**config.mk**
```make
export PLATFORM = sky130hd
export DESIGN_NAME = serial_sub_16bit
export DESIGN_NICKNAME = d
export VERILOG_FILES = /design/src/rtl/serial_sub_16bit.sv
export SDC_FILE = /design/constraint.sdc
export NUM_CORES = 1
export LEC_CHECK = 0
export CAP_MARGIN = 0
export CELL_PAD_IN_SITES_DETAIL_PLACEMENT = 0
export CELL_PAD_IN_SITES_GLOBAL_PLACEMENT = 1
export CORE_ASPECT_RATIO = 0.5
export CORE_MARGIN = 2
export CORE_UTILIZATION = 39
export CTS_CLUSTER_DIAMETER = 60
export CTS_CLUSTER_SIZE = 25
export DETAILED_ROUTE_END_ITERATION = 16
export GPL_TIMING_DRIVEN = 0
export PLACE_DENSITY_LB_ADDON = 0.1
export SETUP_SLACK_MARGIN = 0.05
export SYNTH_ARGS = -nofsm -noshare
export SYNTH_HDL_FRONTEND = slang
export SYNTH_SLANG_ARGS = --single-unit
```
**constraint.sdc**
```tcl
create_clock -name clk -period 2 [get_ports clk]
set_input_delay 0.4 -clock clk [delete_from_list [all_inputs] [get_ports clk]]
set_output_delay 0.4 -clock clk [all_outputs]
set_load 0.1 [all_outputs]
```
**src/rtl/serial_sub_16bit.sv**
```systemverilog
// Bit-serial subtractor: diff = a - b - borrow_in, one bit per cycle, LSB first.
// Define SERIAL_SUB_SIGNED_OVF_EN for signed overflow; otherwise overflow is the unsigned borrow-out.
module serial_sub_16bit #(
    parameter int BIT_WIDTH = 16
) (
    input  logic                 clk,
    input  logic                 rst,
    input  logic                 start,
    input  logic [BIT_WIDTH-1:0] a,
    input  logic [BIT_WIDTH-1:0] b,
    input  logic                 borrow_in,
    output logic                 busy,
    output logic                 done,
    output logic [BIT_WIDTH-1:0] diff,
    output logic                 overflow
);

    localparam int CW = $clog2(BIT_WIDTH + 1);

    typedef enum logic [1:0] {
        IDLE = 2'd0,
        BUSY = 2'd1,
        DONE = 2'd2
    } state_t;

    state_t               state_r;
    logic [BIT_WIDTH-1:0] a_sh_r;
    logic [BIT_WIDTH-1:0] b_sh_r;
    logic [BIT_WIDTH-1:0] res_r;
    logic                 br_r;
    logic [CW-1:0]        cnt_r;

    logic                 d_s;
    logic                 br_next_s;
    logic                 last_s;
    logic                 ovf_s;
    logic [BIT_WIDTH-1:0] res_next_s;

    // One full-subtractor step: returns {borrow_out, difference_bit}.
    function automatic logic [1:0] sub_bit(input logic ai, input logic bi, input logic bri);
        sub_bit = {(~ai & bi) | (~(ai ^ bi) & bri), ai ^ bi ^ bri};
    endfunction

    // Current bit's difference/borrow and the final overflow candidate.
    always_comb begin
        {br_next_s, d_s} = sub_bit(a_sh_r[0], b_sh_r[0], br_r);
        res_next_s       = {d_s, res_r[BIT_WIDTH-1:1]};
        last_s           = (cnt_r == CW'(BIT_WIDTH - 1));
`ifdef SERIAL_SUB_SIGNED_OVF_EN
        // On the last step the LSBs of the shifters hold the captured operand MSBs.
        ovf_s = (a_sh_r[0] != b_sh_r[0]) && (d_s != a_sh_r[0]);
`else
        ovf_s = br_next_s;
`endif
    end

    // Status flags come straight from the state register.
    assign busy = (state_r == BUSY);
    assign done = (state_r == DONE);

    // FSM, operand shifters, bit counter and result registers.
    always_ff @(posedge clk) begin
        if (rst) begin
            state_r  <= IDLE;
            a_sh_r   <= {BIT_WIDTH{1'b0}};
            b_sh_r   <= {BIT_WIDTH{1'b0}};
            res_r    <= {BIT_WIDTH{1'b0}};
            br_r     <= 1'b0;
            cnt_r    <= {CW{1'b0}};
            diff     <= {BIT_WIDTH{1'b0}};
            overflow <= 1'b0;
        end else begin
            case (state_r)
                IDLE: begin
                    if (start) begin
                        a_sh_r  <= a;
                        b_sh_r  <= b;
                        br_r    <= borrow_in;
                        cnt_r   <= {CW{1'b0}};
                        state_r <= BUSY;
                    end else begin
                        state_r <= IDLE;
                    end
                end
                BUSY: begin
                    a_sh_r <= a_sh_r >> 1;
                    b_sh_r <= b_sh_r >> 1;
                    br_r   <= br_next_s;
                    res_r  <= res_next_s;
                    cnt_r  <= cnt_r + CW'(1);
                    if (last_s) begin
                        diff     <= res_next_s;
                        overflow <= ovf_s;
                        state_r  <= DONE;
                    end else begin
                        state_r  <= BUSY;
                    end
                end
                DONE: begin
                    state_r <= IDLE;
                end
                default: begin
                    state_r <= IDLE;
                end
            endcase
        end
    end

endmodule

```
# After elaboration in Yosys (flattened, before gate mapping)
# Index checks and enable logic that the tools add are counted.
# classes
addsub,1
n_mul,0
n_div,0
n_lt_le_gt_ge,0
eq_ne,4
n_shift,0
mux,11
n_bitwise,7
n_reduce_logical,4
# ops
cell,count
$pmux 16 s2,2
$mux 16,2
$pmux 5 s2,1
$add 5x1->5 const B,1
$eq 5x4->1 const B,1
$mux 5,1
$pmux 2 s2,1
$reduce_and 2->1,2
$and 1x1->1,2
$eq 2x1->1 const B,1
$eq 2x2->1 const B,1
$logic_not 2->1,1
$mux 1,2
$mux 2,1
$ne 2x2->1 const B,1
$not 1->1,2
$pmux 1 s2,1
$reduce_bool 2->1,1
$xor 1x1->1,2
$or 1x1->1,1
# totals
register_bits,73
latchBits,0
ram_bits,0
mem_bits_ro,0
in_bits,36
output_inout_bits,19
word_cells,35
memories,0

# Longest topological paths before layout
# Gate-level depths: netlist (run 1).
# logic_depth
depth_word,5
ltp_mapped,8
depth_no_buf,6

# Worst setup path before layout (run 1)
# OpenSTA, ideal clock, no wires.
# synth_timing
kind,reg-to-output
from,register state_r[1]
to,output done
arrival_time_ps,1782
t_required_ps,1600
setup_slack_ps,-182
path_stages_with_launch,2
n_path_buf,0
path_cell_list,dfxtp_1 > nor2b_1
# synth_between
elab_chain_len,1
# synth_rtl
item,line_no,rtl
start: declaration,26,state_t state_r;
start signal: assignment,64,state_r <= IDLE;
start signal: assignment,80,state_r <= BUSY;
start signal: assignment,82,state_r <= IDLE;
$eq 2x2->1,59,assign done = (state_r == DONE);
end: declaration,13,"output logic done,"
# Every way passes these cells.

# Worst setup path in the final report (run 1)
# layout_timing
from,register diff[0]
to,output diff[0]
# layout_lines
item,line_no,rtl
start: declaration,14,"output logic [BIT_WIDTH-1:0] diff,"
start signal: assignment,70,diff <= {BIT_WIDTH{1'b0}};
start signal: assignment,92,diff <= res_next_s;
# No word-level cell between the ends.

==> results.json, run 1 <==
{
  "outcome": "completed",
  "synth_cell_types": 36,
  "synth_top_family_by_area": "compound AO/OA/AOI/OAI gates",
  "cts_hold_buf": 0,
  "worst_ep_arrival_time_ns": 1.52,
  "drive_above_1_share_pct": 18.5,
  "post-route-drc-count": 0,
  "avgViaCountPerCell": 4.99,
  "cts_buffer_depth": 2,
  "end_kind": "primary output",
  "final-setup-viol-count": 0,
  "worst_pin_slew_ns": 0.964,
  "yosysTopAreaCellShare_pct": 46.3,
  "cts-root-buf": "clkbuf_16",
  "core.rowCount": 22,
  "synthesis.area_um2": 3110,
  "grt_start_max_net_pins": 11,
  "hold_path.class": "primary input to flip-flop",
  "port_buffers": 53,
  "drt_iter0_drc": 121,
  "die_h_um": 67.2,
  "grt_busiest_layer": "met2",
  "initial_utilization_pct": 41.4,
  "path_buf_inv": 1,
  "synth-adder-area-share_pct": 1.45,
  "cts_sinks": 72,
  "leakage_nw": 1.53,
  "clk-insertion-delay-late_ns": 0.33,
  "avgSynthCellArea_um2": 8.77,
  "boundaryPins": 55,
  "fin_crit_ns": 1.92,
  "hold_path_depth": 2,
  "grt_util_met3_pct": 5.78,
  "post_drt_wl_per_cell_um": 13.4,
  "yosys_warnings": 0,
  "antenna_found_initial": 0,
  "yosysTopAreaCell": "dfxtp_1",
  "hpwl_um": 4990,
  "slew_violations": 0,
  "rsz0062_at_grt": "true",
  "whs_ns": 0.369,
  "grt_usage_pct": 18.4,
  "peakVddDrop_mv": 0.531,
  "synth_nets": 394,
  "reg2reg_slack_ns": 0.24,
  "max-slew-margin-rel_pct": 36.0,
  "synth.ff_latch_count": 72,
  "drtPass1Iterations": 4,
  "crit_family": "buffers and inverters",
  "synth_xor_area_share_pct": 0,
  "layout_commonest_cell": "nand2_1",
  "start_kind": "flip-flop",
  "dieArea_um2": 8750,
  "place_congestion": 0.765,
  "crit_required_ns": 1.60,
  "synthMuxAreaShare_pct": 0.322,
  "wirelength_um": 7080,
  "min_period_over_period_pct": 96.1,
  "cts_tree": "yes",
  "seq_area_frac_synth_pct": 46.3,
  "worstPathCellList": "dlygate4sd2_1",
  "skew_ns": 0.00687,
  "post_cts_buffers": 0,
  "ant_nets": 0,
  "max_freq_mhz": 520,
  "grt_pass1_wl_um": 12200,
  "core_um2": 7510,
  "synthToLayoutAreaGrowth_pct": 29.0,
  "final_hold_viol_count": 0,
  "r2r_cells": 8,
  "cp.depth": 1,
  "maxCapViolations": 0,
  "yosys-top-cells-area": "dfxtp_1 46%, nand2_1 11%, a211oi_2 9.2%",
  "syn_inst": 355,
  "die_w_um": 130,
  "vias": 2639,
  "cts_inserted_buffers": 9,
  "worst_path_largest_cell_delay_ns": 0.86,
  "grt_pass1_vias": 2562,
  "mostFrequentLayoutCells": "95 x nand2_1, 72 x dfxtp_1, 51 x a21oi_1",
  "htree_levels": 3,
  "critical_path.max_fanout": 2,
  "power_density_nw_per_um2": 830,
  "synth-compound-area-share_pct": 25.9,
  "grt_use_met2_pct": 30.0,
  "gr-total-overflow": 0,
  "critPathSlowestCell": "dlygate4sd2_1",
  "critPathKind": "flip-flop to primary output",
  "use_met1_pct": 22.7,
  "path_clk_slew_ns": 0.05,
  "fin_tns_setup_ns": 0,
  "diodes": 0,
  "synthSimpleGateAreaFrac_pct": 18.7,
  "cts-resized-gates": 31,
  "fin_nets": 458
}
## flip-flops by register name, summed over array words and instances (netlist names)
| signal | cells |
|---|---|
| a_sh_r | 16 |
| b_sh_r | 16 |
| diff | 16 |
| res_r | 15 |
| cnt_r | 5 |
| state_r | 2 |
| br_r | 1 |
| overflow | 1 |
## routing by layer
metal	vias to the layer above	part of all wire, %
li1	1327	-
met1	1270	50
met2	34	45
met4	0	1.6
met3	8	3.9
met5	-	0
## synth_stat cells, drive strengths merged
| cell | number |
|---|---|
| a31oi | 1 |
| or3 | 1 |
| ha | 2 |
| a311oi | 1 |
| mux2i | 1 |
| nor3 | 2 |
| nand2 | 95 |
| o211a | 1 |
| nor3b | 1 |
| and3b | 1 |
| and3 | 1 |
| nand3 | 2 |
| nand3b | 1 |
| nor2b | 1 |
| inv | 5 |
| a22oi | 3 |
| or3b | 1 |
| nor2 | 36 |
| o21bai | 1 |
| dfxtp | 72 |
| clkbuf | 5 |
| a221oi | 1 |
| fa | 1 |
| nand2b | 1 |
| a2bb2oi | 1 |
| o21ba | 1 |
| buf | 23 |
| a21oi | 62 |
| a211oi | 31 |
## where the power goes
| group | leakage (nW) | switching (mW) | internal [mW] |
|---|---|---|---|
| combinational | 0.818 | 0.231 | 0.198 |
| clock | 0.121 | 0.554 | 0.813 |
| sequential | 0.589 | 0.0367 | 1.50 |
| total | 1.53 | 0.822 | 2.51 |
## area by class of cell
class                   count  area (µm²)
well taps                 108         135
clock inverters             2        10.0
flip-flops and latches     72        1440
inverters                   5        18.8
clock buffers              11         233
multi-input cells         250        1440
fillers                   730        3500
repair buffers             53         519
plain buffers              28         213
## worst paths after layout
check                                  to  startpoint
worst max-delay path              diff[0]     diff[0]
worst min-delay path            b_sh_r[0]         rst
worst max register to register    diff[7]    cnt_r[0]
worst min register to register   diff[11]    diff[11]
## cells by family (layout without fill, tap and decap cells)
group,Yosys count,in the layout
AND/OR/NAND/NOR,143,143
AO/OA/AOI/OAI,103,103
flip-flops,72,72
buffers and inverters,33,99
adder cells (fa/ha/maj),3,3
multiplexers,1,1
## per-stage QoR
| stage | cell area, µm² | utilization (%) | setup WS, ns | total power [mW] | cells |
|---|---|---|---|---|---|
| after floorplan | 3110 | - | 0.333 | 1.85 | 355 |
| after global placement | 3780 | 50.3 | -0.479 | 1.99 | 516 |
| after detailed placement | 3780 | 50.3 | -0.493 | 2.00 | 516 |
| after CTS | 4010 | 53.3 | 0.0568 | 3.39 | 529 |
| after global routing | 4010 | 53.4 | 0.0197 | 3.49 | 529 |
| final | 4010 | 53.4 | 0.0783 | 3.33 | 529 |
Power figures use the tool's default switching activity.
==> inputs of run 2 (changes only) <==
MAX_ROUTING_LAYER = met4   (was not set)
SKIP_LAST_GASP = 1   (was not set)
==> results.json, run 2 (same netlist as run 1, synthesis figures left out) <==
{
  "grt_pass1_wl_um": 12200,
  "hold_path_depth": 2,
  "die_h_um": 67.2,
  "max_freq_mhz": 521,
  "mostFrequentLayoutCells": "95 x nand2_1, 72 x dfxtp_1, 51 x a21oi_1",
  "start_kind": "flip-flop",
  "core_um2": 7510,
  "gr-total-overflow": 0,
  "skew_ns": 0.00758,
  "post_cts_buffers": 0,
  "boundaryPins": 55,
  "avgViaCountPerCell": 4.96,
  "diodes": 0,
  "worstPathCellList": "dlygate4sd2_1",
  "cts_buffer_depth": 2,
  "cts_tree": "yes",
  "path_clk_slew_ns": 0.05,
  "wirelength_um": 7090,
  "worst_path_largest_cell_delay_ns": 0.86,
  "fin_ws_ns": 0.0801,
  "critPathSlowestCell": "dlygate4sd2_1",
  "r2r_cells": 8,
  "cts_inserted_buffers": 9,
  "post-place-ws_ns": -0.493,
  "core.rowCount": 22,
  "fin_nets": 458,
  "cts_sinks": 72,
  "cts_hold_buf": 0,
  "maxCapViolations": 0,
  "dieArea_um2": 8750,
  "synthToLayoutAreaGrowth_pct": 28.9,
  "final_hold_viol_count": 0,
  "max-slew-margin-rel_pct": 36.0,
  "post_drt_wl_per_cell_um": 13.4,
  "crit_required_ns": 1.60,
  "critPathKind": "flip-flop to primary output",
  "cts-root-buf": "clkbuf_16",
  "grt_usage_pct": 18.9,
  "worst_pin_slew_ns": 0.964,
  "htree_levels": 3,
  "clk-insertion-delay-late_ns": 0.33,
  "leakage_nw": 1.52,
  "end_kind": "primary output",
  "antenna_found_initial": 0,
  "port_buffers": 53,
  "grt_start_max_net_pins": 11,
  "reg.largest.list": "a_sh_r x16, b_sh_r x16, diff x16",
  "critical_path.max_fanout": 2,
  "final-setup-viol-count": 0,
  "ant_nets": 0,
  "drive_above_1_share_pct": 18.5,
  "slew_violations": 0,
  "die_w_um": 130,
  "outcome": "completed",
  "hold_path.class": "primary input to flip-flop",
  "power_density_nw_per_um2": 830,
  "path_buf_inv": 1,
  "place_congestion": 0.775,
  "min_period_over_period_pct": 96.0,
  "drt_iter0_drc": 114,
  "worst_ep_arrival_time_ns": 1.52,
  "post-route-drc-count": 0,
  "fin_total_pwr_mw": 3.33,
  "initial_utilization_pct": 41.4,
  "peakVddDrop_mv": 0.527,
  "rsz0062_at_grt": "true",
  "grt_pass1_vias": 2552,
  "whs_ns": 0.372,
  "drtPass1Iterations": 4,
  "cp.depth": 1,
  "hpwl_um": 4990,
  "layout_commonest_cell": "nand2_1",
  "crit_family": "buffers and inverters",
  "fin_crit_ns": 1.92,
  "vias": 2625
}
[run 2: what timing repair did]
action | in CTS | in global routing
gates resized for setup | 28 | 12
gates cloned | 0 | 0
pin swaps | 0 | 0
endpoints found under the setup margin | 19 | 9
[run 2: layer usage]
layer	part of all wire, %	vias up	GRT usage, %
met2	45	35	29.7
met5	0	-	-
li1	-	1328	-
met3	3.5	6	5.63
met1	50	1256	23.0
met4	1.2	0	7.93
[run 2: worst paths after layout]
| check | from | slack [ns] | end |
|---|---|---|---|
| hold / removal | rst | 0.37 | b_sh_r[0] |
| hold reg to reg | diff[11] | 0.45 | diff[11] |
| setup reg to reg | cnt_r[0] | 0.23 | diff[7] |
| setup / recovery | diff[0] | 0.08 | diff[0] |
[run 2: layout make-up]
class | instances | area (µm²)
Buffer | 28 | 213
Timing Repair Buffer | 53 | 517
Inverter | 5 | 18.8
Sequential cell | 72 | 1440
Clock inverter | 2 | 10.0
Multi-Input combinational cell | 250 | 1440
Clock buffer | 11 | 233
Fill cell | 729 | 3500
Tap cell | 108 | 135
[run 2: power breakdown]
group	total, mW	internal [mW]	switching (mW)
logic	0.428	0.197	0.230
registers	1.54	1.50	0.0369
clock network	1.36	0.813	0.552
total	3.33	2.51	0.819
[run 2: stage by stage]
stage / util, % / cell area [µm²] / instances / setup TNS [ns]
after global routing: 53.4 / 4010 / 529 / 0
after global placement: 50.3 / 3780 / 516 / -0.623
after CTS: 53.2 / 4000 / 529 / -0.153
final: 53.4 / 4010 / 529 / 0
after detailed placement: 50.3 / 3780 / 516 / -0.657
after floorplan: - / 3110 / 355 / 0
==> inputs of run 3 (changes only) <==
SKIP_CTS_REPAIR_TIMING = 1   (was not set)
==> results.json, run 3 (same netlist as run 1, synthesis figures left out) <==
{
  "initial_utilization_pct": 41.4,
  "min_period_over_period_pct": 108,
  "cts_inserted_buffers": 9,
  "port_buffers": 53,
  "crit_required_ns": 1.60,
  "fin_nets": 458,
  "end_kind": "primary output",
  "diodes": 0,
  "cts-root-buf": "clkbuf_16",
  "grt_pass1_vias": 2550,
  "dieArea_um2": 8750,
  "r2r-start": "cnt_r[0]",
  "final_hold_viol_count": 0,
  "critPathKind": "flip-flop to primary output",
  "maxCapViolations": 0,
  "cts_sinks": 72,
  "skew_ns": 0.00733,
  "grt_pass1_wl_um": 12200,
  "clk-insertion-delay-late_ns": 0.33,
  "worst_pin_slew_ns": 0.977,
  "multi_input_area_um2": 1440,
  "seq_power_share_pct": 46.2,
  "cts_tree": "yes",
  "fin_crit_ns": 2.15,
  "combPwrFrac_pct": 12.7,
  "reg2reg_slack_ns": 0.24,
  "grt_usage_pct": 18.9,
  "drive_above_1_share_pct": 18.3,
  "antenna_found_initial": 0,
  "cts_buffer_depth": 2,
  "post-route-drc-count": 0,
  "layout_commonest_cell": "nand2_1",
  "core_um2": 7510,
  "max_freq_mhz": 465,
  "startpoint": "state_r[1]",
  "leakage_nw": 1.79,
  "boundaryPins": 55,
  "intPower_mw": 2.51,
  "hold_path.class": "primary input to flip-flop",
  "outcome": "finished with violations",
  "fin_total_pwr_mw": 3.33,
  "mostFrequentLayoutCells": "95 x nand2_1, 72 x dfxtp_1, 51 x a21oi_1",
  "place_inst": 516,
  "final-setup-viol-count": 1,
  "hpwl_um": 4990,
  "gr-total-overflow": 0,
  "path_clk_slew_ns": 0.05,
  "reg.largest.list": "a_sh_r x16, b_sh_r x16, diff x16",
  "core.rowCount": 22,
  "whs_ns": 0.370,
  "post_drt_wl_per_cell_um": 13.4,
  "hp-start": "rst",
  "grt_start_max_net_pins": 11,
  "seq_area_um2": 1440,
  "htree_levels": 3,
  "wirelength_um": 7110,
  "p_sw_mw": 0.819,
  "place_congestion": 0.775,
  "final_cell_area_um2": 4060,
  "clock_power_share_pct": 41.1,
  "peakVddDrop_mv": 0.527,
  "violations": "setup timing",
  "ant_nets": 0,
  "slew_violations": 0,
  "finalNonFillerCells": 529,
  "die_w_um": 130,
  "p_sw_share_pct": 24.6,
  "critical_path.max_fanout": 10,
  "synthToLayoutAreaGrowth_pct": 30.3,
  "die_h_um": 67.2,
  "start_kind": "flip-flop",
  "drtPass1Iterations": 4,
  "fin_ws_ns": -0.150,
  "power_density_nw_per_um2": 821,
  "max-slew-margin-rel_pct": 34.8,
  "final_core_util_pct": 54.0,
  "rsz0062_at_grt": "true",
  "drt_iter0_drc": 110,
  "vias": 2627,
  "worst_ep_arrival_time_ns": 1.75,
  "postPlaceCellArea_um2": 3780,
  "nFillCells": 729,
  "avgViaCountPerCell": 4.97
}
==> run 3: cell types whose count changed in the layout (fill, tap and decap cells not counted) <==
cell | before | now
dlygate4sd2_1 | 9 | 0
clkbuf_4 | 1 | 0
dlymetal6s2s_1 | 0 | 17
clkdlybuf4s15_2 | 1 | 0
clkdlybuf4s15_1 | 7 | 0
buf_6 | 10 | 9
clkbuf_2 | 0 | 2
==> run 3: cell type report <==
cell class / instances / area share [%]
plain buffers: 28 / 5.18
flip-flops and latches: 72 / 35.5
inverters: 5 / 0.463
well taps: 108 / 3.33
repair buffers: 53 / 13.9
clock inverters: 2 / 0.247
multi-input cells: 250 / 35.6
clock buffers: 11 / 5.74
==> run 3: metal layers <==
layer / global-route usage (%) / part of all wire, % / vias up
met5: - / 0 / -
met4: 7.93 / 1.2 / 0
met3: 5.63 / 3.4 / 6
met2: 29.6 / 45 / 34
met1: 23.1 / 50 / 1258
li1: - / - / 1329
==> run 3: power by group through the flow <==
stage	clock network, mW	logic [mW]	registers [mW]
floorplan	0	0.293	1.56
global placement	0	0.421	1.56
detailed placement	0	0.430	1.57
CTS	1.42	0.433	1.54
global route	1.47	0.471	1.55
finish	1.37	0.424	1.54
==> run 3: final timing paths <==
path / endpoint / depth (start not counted)
hold / removal: b_sh_r[0] / 2
setup / recovery: busy / 4
hold reg to reg: diff[11] / 2
setup reg to reg: diff[5] / 8
==> run 3: critical path, cell delays in order, from the launching register on <==
cell,delay [ns]
dfxtp_1,0.38
nand2b_4,0.19
inv_2,0.12
buf_2,0.24
clkbuf_2,0.49
==> run 3: through the flow <==
step / setup TNS [ns] / setup slack (ns)
global route: -0.258 / -0.258
finish: -0.150 / -0.150
floorplan: 0 / 0.333
CTS: -4.99 / -0.863
global placement: -0.623 / -0.479
detailed placement: -0.657 / -0.493
